[src/rtl/polyq_pkg.sv]
// Shared constants and FSM state encoding for the polyQ memory controllers
// (clear FSM, load controller, Zq multiplier datapath).
package polyq_pkg;

    localparam int P  = 761;
    localparam int Q  = 4591;
    localparam int AW = 11;
    localparam int DW = 13;
    localparam int IW = 14;

    localparam logic [AW-1:0] LAST_ADDR = AW'(P - 1);

    typedef enum logic [2:0] {
        ST_IDLE     = 3'd0,
        ST_CLR      = 3'd1,
        ST_WAIT_CLR = 3'd2,
        ST_LOAD     = 3'd3,
        ST_FIN      = 3'd4
    } state_t;

endpackage

[src/rtl/zq_freeze.sv]
// Maps an input in [0,2Q) to [0,Q) by one conditional subtraction;
// anything at or above 2Q is forced to 0 and flagged.
module zq_freeze
    import polyq_pkg::*;
(
    input  logic [IW-1:0] x_i,
    output logic [DW-1:0] y_o,
    output logic          oor_o
);

    localparam logic [IW-1:0] Q_IW  = IW'(Q);
    localparam logic [IW-1:0] Q2_IW = IW'(2 * Q);

    always_comb begin
        y_o   = '0;
        oor_o = 1'b0;
        if (x_i >= Q2_IW) begin
            oor_o = 1'b1;
        end else if (x_i >= Q_IW) begin
            y_o = DW'(x_i - Q_IW);
        end else begin
            y_o = DW'(x_i);
        end
    end

endmodule

[src/rtl/polyq_load_ctrl.sv]
// Clears the polyQ memory through the clear FSM, then streams P frozen
// coefficients into addresses 0..P-1 with a one-cycle registered write.
module polyq_load_ctrl
    import polyq_pkg::*;
(
    input  logic          clk,
    input  logic          rst_n,
    input  logic          start,
    output logic          clr_start,
    input  logic          clr_done,
    input  logic          s_valid,
    output logic          s_ready,
    input  logic [IW-1:0] s_data,
    output logic          mem_we,
    output logic [AW-1:0] mem_addr,
    output logic [DW-1:0] mem_wdata,
    output logic          busy,
    output logic          done,
    output logic          err
);

    state_t        state_q;
    logic [AW-1:0] cnt_q;
    logic [AW-1:0] cnt_d;
    logic          clr_start_q;
    logic          s_ready_q;
    logic          busy_q;
    logic          done_q;
    logic          err_q;
    logic          mem_we_q;
    logic [AW-1:0] mem_addr_q;
    logic [DW-1:0] mem_wdata_q;

    logic          accept;
    logic [DW-1:0] frz_data;
    logic          frz_oor;

    zq_freeze u_freeze (
        .x_i   (s_data),
        .y_o   (frz_data),
        .oor_o (frz_oor)
    );

    assign accept = s_valid & s_ready_q;
    assign cnt_d  = cnt_q + AW'(1);

    always_ff @(posedge clk) begin
        if (!rst_n) begin
            state_q     <= ST_IDLE;
            cnt_q       <= '0;
            clr_start_q <= 1'b0;
            s_ready_q   <= 1'b0;
            busy_q      <= 1'b0;
            done_q      <= 1'b0;
            err_q       <= 1'b0;
            mem_we_q    <= 1'b0;
            mem_addr_q  <= '0;
            mem_wdata_q <= '0;
        end else begin
            // Write path: the accepted beat lands in memory one cycle later.
            mem_we_q <= accept;
            if (accept) begin
                mem_addr_q  <= cnt_q;
                mem_wdata_q <= frz_data;
                if (frz_oor) begin
                    err_q <= 1'b1;
                end
            end

            case (state_q)
                ST_IDLE: begin
                    if (start) begin
                        state_q     <= ST_CLR;
                        clr_start_q <= 1'b1;
                        busy_q      <= 1'b1;
                        err_q       <= 1'b0;
                        cnt_q       <= '0;
                    end
                end
                ST_CLR: begin
                    state_q     <= ST_WAIT_CLR;
                    clr_start_q <= 1'b0;
                end
                ST_WAIT_CLR: begin
                    if (clr_done) begin
                        state_q   <= ST_LOAD;
                        s_ready_q <= 1'b1;
                    end
                end
                ST_LOAD: begin
                    if (accept) begin
                        if (cnt_q == LAST_ADDR) begin
                            state_q   <= ST_FIN;
                            s_ready_q <= 1'b0;
                            done_q    <= 1'b1;
                        end else begin
                            cnt_q <= cnt_d;
                        end
                    end
                end
                ST_FIN: begin
                    state_q <= ST_IDLE;
                    busy_q  <= 1'b0;
                    done_q  <= 1'b0;
                end
                default: begin
                    state_q     <= ST_IDLE;
                    clr_start_q <= 1'b0;
                    s_ready_q   <= 1'b0;
                    busy_q      <= 1'b0;
                    done_q      <= 1'b0;
                end
            endcase
        end
    end

    assign clr_start = clr_start_q;
    assign s_ready   = s_ready_q;
    assign busy      = busy_q;
    assign done      = done_q;
    assign err       = err_q;
    assign mem_we    = mem_we_q;
    assign mem_addr  = mem_addr_q;
    assign mem_wdata = mem_wdata_q;

endmodule

[config.mk]
export PLATFORM = sky130hd
export DESIGN_NAME = polyq_load_ctrl
export DESIGN_NICKNAME = d
export VERILOG_FILES = /design/src/rtl/polyq_pkg.sv /design/src/rtl/zq_freeze.sv /design/src/rtl/polyq_load_ctrl.sv
export SDC_FILE = /design/constraint.sdc
export NUM_CORES = 1
export LEC_CHECK = 0
export CORE_MARGIN = 1.5
export CORE_UTILIZATION = 50
export CTS_CLUSTER_DIAMETER = 100
export DETAILED_ROUTE_END_ITERATION = 8
export DONT_BUFFER_PORTS = 1
export HOLD_SLACK_MARGIN = 0.15
export SLEW_MARGIN = 10
export SYNTH_ARGS = -nofsm -noshare
export SYNTH_HDL_FRONTEND = slang
export SYNTH_SLANG_ARGS = --single-unit
[constraint.sdc]
create_clock -name clk -period 2.3 [get_ports clk]
set_clock_uncertainty 0.15 [all_clocks]
set_input_delay 0.115 -clock clk [delete_from_list [all_inputs] [get_ports clk]]
set_output_delay 0.115 -clock clk [all_outputs]
set_load 0.01 [all_outputs]
After elaboration in Yosys (flattened, before gate mapping)
Cells that the tools add are included.
{"block": "op_classes", "n_addsub": 2, "n_mul": 0, "div_mod_pow": 0, "magnitude_cmp": 2, "n_eq_ne": 10, "shift": 0, "muxes": 26, "bitwise": 5, "reduce_logical": 12}
{"cell": "two-way mux 11 bit", "n": 3}
{"cell": "two-way mux 13 bit", "n": 2}
{"cell": "case mux 11 bit (2 select lines)", "n": 1}
{"cell": "greater-or-equal comparator 14 x 13 -> 1 bit, second input constant", "n": 1}
{"cell": "greater-or-equal comparator 14 bit, second input constant", "n": 1}
{"cell": "subtractor 13 bit, second input constant", "n": 1}
{"cell": "two-way mux 3 bit", "n": 4}
{"cell": "case mux 3 bit (4 select lines)", "n": 1}
{"cell": "AND reduction 4 bit", "n": 3}
{"cell": "OR reduction 3 bit", "n": 4}
{"cell": "adder 11 x 1 -> 11 bit, second input constant", "n": 1}
{"cell": "== test 11 x 10 -> 1 bit, second input constant", "n": 1}
{"cell": "two-way mux 1 bit", "n": 11}
{"cell": "inequality test 2 bit, second input constant", "n": 5}
{"cell": "== test 3 x 2 -> 1 bit, second input constant", "n": 2}
{"cell": "case mux 1 bit (2 select lines)", "n": 3}
{"cell": "inverter 1 bit", "n": 4}
{"cell": "AND reduction 2 bit", "n": 2}
{"cell": "== test 3 x 1 -> 1 bit, second input constant", "n": 1}
{"cell": "== test 3 bit, second input constant", "n": 1}
{"cell": "zero test 3 bit", "n": 1}
{"cell": "case mux 1 bit (3 select lines)", "n": 1}
{"cell": "AND reduction 3 bit", "n": 1}
{"cell": "nonzero test 2 bit", "n": 1}
{"cell": "AND 1 bit", "n": 1}
{"block": "totals", "regBits": 44, "latch_bits": 0, "mem_bits_rw": 0, "rom_bits": 0, "wordCells": 67, "n_memories": 0}

Logic depth before layout (Yosys ltp)
{"block": "logic_depth", "depth_word": 6, "mapped_depth": 8, "mapped_depth_nobuf": 7}

Hierarchy
Synthesis repeated with hierarchy kept, for this count alone.
{"block": "unflattened", "hier_cells": 318, "area_unflattened_um2": 2472.4}
{"mod": "polyq_load_ctrl", "instances": 1, "cells_per_inst": 232, "area_each_um2": 1884.3}
{"mod": "zq_freeze", "instances": 1, "cells_per_inst": 86, "area_each_um2": 588.1}

Worst setup path after synthesis
No wires, ideal clock.
{"block": "synth_path", "kind": "reg2reg", "start": "register cnt_q[3]", "end": "register s_ready_q, in the netlist s_ready", "setup_time_ns": 0.130, "arrival_ns": 1.278, "path_slack_ns": 0.742, "stages_incl_launch_ff": 6, "path_buffers": 0, "synth_period_minus_slack_ns": 1.558, "path_cell_list": "dfxtp_1 -> and4_1 -> nand4_1 -> o21a_1 -> o211ai_1 -> o41ai_1"}
{"block": "synth_via", "elab_chain_len": 3}
{"item": "from (decl)", "line": "polyq_load_ctrl.sv:23", "text": "logic [AW-1:0] cnt_q;"}
{"item": "from (signal assigned)", "line": "polyq_load_ctrl.sv:97", "text": "cnt_q <= cnt_d;"}
{"item": "== test 11 x 10 -> 1 bit", "line": "polyq_load_ctrl.sv:92", "text": "if (cnt_q == LAST_ADDR) begin"}
{"item": "inequality test 2 bit (no source line)"}
{"item": "AND reduction 4 bit (no source line)"}
{"item": "to (signal assigned)", "line": "polyq_load_ctrl.sv:87", "text": "s_ready_q <= 1'b1;"}
{"item": "to (signal assigned)", "line": "polyq_load_ctrl.sv:94", "text": "s_ready_q <= 1'b0;"}
{"item": "to (signal assigned)", "line": "polyq_load_ctrl.sv:109", "text": "s_ready_q <= 1'b0;"}
{"item": "to (decl)", "line": "polyq_load_ctrl.sv:26", "text": "logic s_ready_q;"}
Every way passes these cells.
A chain may end at the register's enable or synchronous reset.

Worst setup path after layout
{"block": "layout_path", "start": "input s_data[4]", "end": "register mem_wdata_q[11], in the netlist mem_wdata[11]"}
{"block": "layout_via", "elab_chain_len": 3, "word_cells_on_any_way": 5}
{"item": "from (decl)", "line": "polyq_load_ctrl.sv:13", "text": "input logic [IW-1:0] s_data,"}
{"item": "subtractor 13 bit / greater-or-equal comparator 14 x 13 -> 1 bit (equally long branches)", "line": "zq_freeze.sv:20, zq_freeze.sv:19"}
{"item": "two-way mux 13 bit", "line": "zq_freeze.sv:19", "text": "end else if (x_i >= Q_IW) begin"}
{"item": "two-way mux 13 bit (*)", "line": "zq_freeze.sv:17", "text": "if (x_i >= Q2_IW) begin"}
{"item": "to (signal assigned)", "line": "polyq_load_ctrl.sv:64", "text": "mem_wdata_q <= frz_data;"}
{"item": "to (decl)", "line": "polyq_load_ctrl.sv:32", "text": "logic [DW-1:0] mem_wdata_q;"}
Mark *: on every way between the ends. The rest lies on a longest branch, timed or not.

==> flow_metrics.tcl <==
set metrics [dict create \
    grt_pass1_wl_um 8140 \
    mostFrequentLayoutCells "nand2_1 (44), dfxtp_1 (42), dlygate4sd3_1 (29)" \
    use_met3_pct 7.79 \
    syn_nets 273 \
    n_antenna_cell 0 \
    place_area_sq_um 2160 \
    hp-class "input pin to flop" \
    clockBufferDepth 2 \
    core_sq_um 4090 \
    ys_ff_latch 44 \
    wl_per_cell_um 15.0 \
    drive_gt1_share_pct 10.0 \
    ys_seq_area_share_pct 40.8 \
    r2r_cells 5 \
    ys_types 47 \
    die_w_um 68.7 \
    drtAntennaViolNets 0 \
    synth_ff_type "dfxtp_1" \
    wl_um 4970 \
    die-area_sq_um 4720 \
    power_density_nw_per_um2 600 \
    yosysWarnings 0 \
    area_delta_synth_final_pct 21.3 \
    synth.avg_cell_area_sq_um 8.63 \
    arrival_ns 2.20 \
    drt_first_iter_violations 95 \
    setup_viol 0 \
    critPathLaunchType "input pin" \
    path_class "input pin to flop" \
    cts_tree "yes" \
    clock.fmax_ghz 0.458 \
    die_h_um 68.7 \
    r2r-end "state_q[0]$_SDFFE_PN0P_" \
    track_usage_pct 23.1 \
    vdd_drop_max_v 0.000413 \
    synth_enable_flop_cells 0 \
    cpPeakStageDelay_ns 0.59 \
    netlist_area_sq_um 2160 \
    overflow 0 \
    critical_path.cell_chain "dlygate4sd3_1, a41oi_2, and3b_1, a211oi_2, xnor2_1, dlygate4sd3_1, o21ai_1" \
    nNetsFinal 302 \
    status "finished clean" \
    grt_max_degree 20 \
    mostFrequentLayoutCell "nand2_1" \
    port_buffers 0 \
    path_buf_inv 2 \
    grt_busiest_layer "met2" \
    drtPass1Iterations 5 \
    gp_congestion 0.853 \
    hold_end "mem_addr[10]$_SDFFE_PN0P_" \
    crit_family "buffers and inverters" \
    ff2ff_setup_slack_ns 0.15 \
    grt_pass1_vias 1801 \
    design_area_sq_um 2620 \
    synthArstFlopShare_pct 0 \
    worstMarginPinSlew_ns 0.630 \
    netlist_instances 250 \
    antenna_found_initial 0 \
    hpwl_um 3240 \
    r2r_start "cnt_q[5]$_SDFFE_PN0P_" \
    fin_crit_ns 2.19 \
    hp-start "s_valid" \
    hold_path_depth 3 \
    rsz0062_at_grt "false" \
    p_leak_nw 0.937 \
    cp-end-kind "flop" \
    final_hold_viol_count 0 \
    vias 1829 \
    min_period_over_period_pct 95.0 \
    clk_pin_slew_ns 0.07 \
    io_pins 49 \
    cp_max_fo 3 \
    relSlewSlack_pct 57.8 \
    via_per_inst 5.54 \
    tns_ns 0 \
    cts_max_level 2 \
    cts_buffers 5 \
    insertion_delay_ns 0.29 \
    slew_viol_final 0 \
    root_buffer "clkbuf_8" \
    cts.sinks 44 \
    fp-row-count 23 \
    crit_required_ns 2.31 \
    grt_use_met1_pct 28.8 \
    cpMostUsedCell "dlygate4sd3_1" \
    drc 0 \
    cap_viol_max_count 0 \
    start_util_pct 52.8 \
    grt_use_met2_pct 37.4 \
    critical-path-slowest-cell "dlygate4sd3_1" \
]
-- cells in the mapped netlist (3+ instances only) --
cell type | count | area (sq um)
dfxtp_1 | 44 | 881
nand2_1 | 44 | 165
a21oi_1 | 16 | 80.1
nor2_1 | 16 | 60.1
o21ai_0 | 14 | 70.1
xnor2_1 | 12 | 105
a21boi_0 | 11 | 82.6
clkbuf_1 | 7 | 26.3
xor2_1 | 6 | 52.6
inv_1 | 5 | 18.8
nand3_1 | 5 | 25.0
nor3_1 | 5 | 25.0
and2_1 | 4 | 25.0
ha_1 | 4 | 50.1
nand2b_1 | 4 | 25.0
o21ai_1 | 4 | 20.0
a211oi_2 | 3 | 37.5
and3_1 | 3 | 18.8
mux2i_1 | 3 | 30.0
nand4_1 | 3 | 18.8
o21a_1 | 3 | 22.5
or3_1 | 3 | 18.8
-- worst max-delay path by stage --
| stage | startpoint | end | slack [ns] | cells after the start |
|---|---|---|---|---|
| 2_1_floorplan | cnt_q[3]$_SDFFE_PN0P_ | s_ready$_SDFFE_PN0P_ | 0.74 | 5 |
| 3_3_place_gp | state_q[1]$_SDFFE_PN0P_ | cnt_q[9]$_SDFFE_PN0P_ | 0.54 | 4 |
| 3_5_place_dp | state_q[1]$_SDFFE_PN0P_ | cnt_q[9]$_SDFFE_PN0P_ | 0.47 | 4 |
| 4_1_cts | s_data[9] | mem_wdata[2]$_SDFFE_PN0P_ | 0.03 | 8 |
| 5_1_grt | s_data[4] | mem_wdata[11]$_SDFFE_PN0P_ | 0.009 | 7 |
| 6_report | s_data[4] | mem_wdata[11]$_SDFFE_PN0P_ | 0.11 | 7 |
-- area by class of cell --
cell class                      count  area (sq um)
Fill cell                         341          1470
Multi-Input combinational cell    188          1200
Sequential cell                    44           883
Timing Repair Buffer               35           342
Clock buffer                        6          72.6
Tap cell                           50          62.6
Clock inverter                      2          35.0
Inverter                            5          18.8
-- metrics by stage --
| step | utilization, % | hold WS [ns] | setup WS, ns | power (mW) | std cells |
|---|---|---|---|---|---|
| 5_1_grt | 64.0 | 0.192 | 0.00916 | 1.63 | 330 |
| 2_1_floorplan | - | 0.142 | 0.742 | 0.933 | 250 |
| 3_5_place_dp | 52.9 | 0.0940 | 0.474 | 0.944 | 289 |
| 4_1_cts | 62.9 | 0.156 | 0.0292 | 1.58 | 327 |
| 3_3_place_gp | 52.9 | 0.0887 | 0.537 | 0.940 | 289 |
| 6_report | 64.0 | 0.163 | 0.115 | 1.57 | 330 |
-- state kept, by name, summed over array words and instances (netlist names) --
register	count
done	1
busy	1
mem_addr	11
err	1
mem_we	1
mem_wdata	13
clr_start	1
s_ready	1
cnt_q	11
state_q	3
-- worst register-to-register path, delay by kind of cell, from the launching register on --
kind                   cells  cell delay [ns]
flip-flops                 1             0.43
buffers and inverters      1             0.55
AO/OA/AOI/OAI              2             0.47
AND/OR/NAND/NOR            2             0.44
-- cell families (layout without fill, tap and decap cells) --
family | count (synthesis) | in the layout | share of synthesized area [%]
xor gates and xnor gates | 18 | 18 | 7.31
muxes | 3 | 3 | 1.39
DFF | 44 | 44 | 40.8
buffers and inverters | 18 | 48 | 4.18
adders and majority gates | 4 | 4 | 2.32
and+or+nand+nor | 97 | 97 | 22.4
AOI/OAI and AO/OA | 66 | 66 | 21.6
-- report_power, final --
part | switching (mW) | internal [mW]
Combinational | 0.0881 | 0.113
Sequential | 0.0257 | 0.774
Clock | 0.248 | 0.322
-- routing by layer --
layer | vias to the layer above | wire (um)
met3 | 2 | 343
met4 | 0 | 28
li1 | 927 | -
met5 | - | 0
met1 | 852 | 2230
met2 | 48 | 2370
-- timing repair --
| action | 4_1_cts | 5_1_grt |
|---|---|---|
| setup buffers | 0 | 2 |
| resized for setup | 0 | 8 |
| hold endpoints to repair | 43 | 0 |
| setup endpoints to repair | 0 | 10 |
| hold buffers | 30 | 0 |
(Power assumes the default switching activity.)
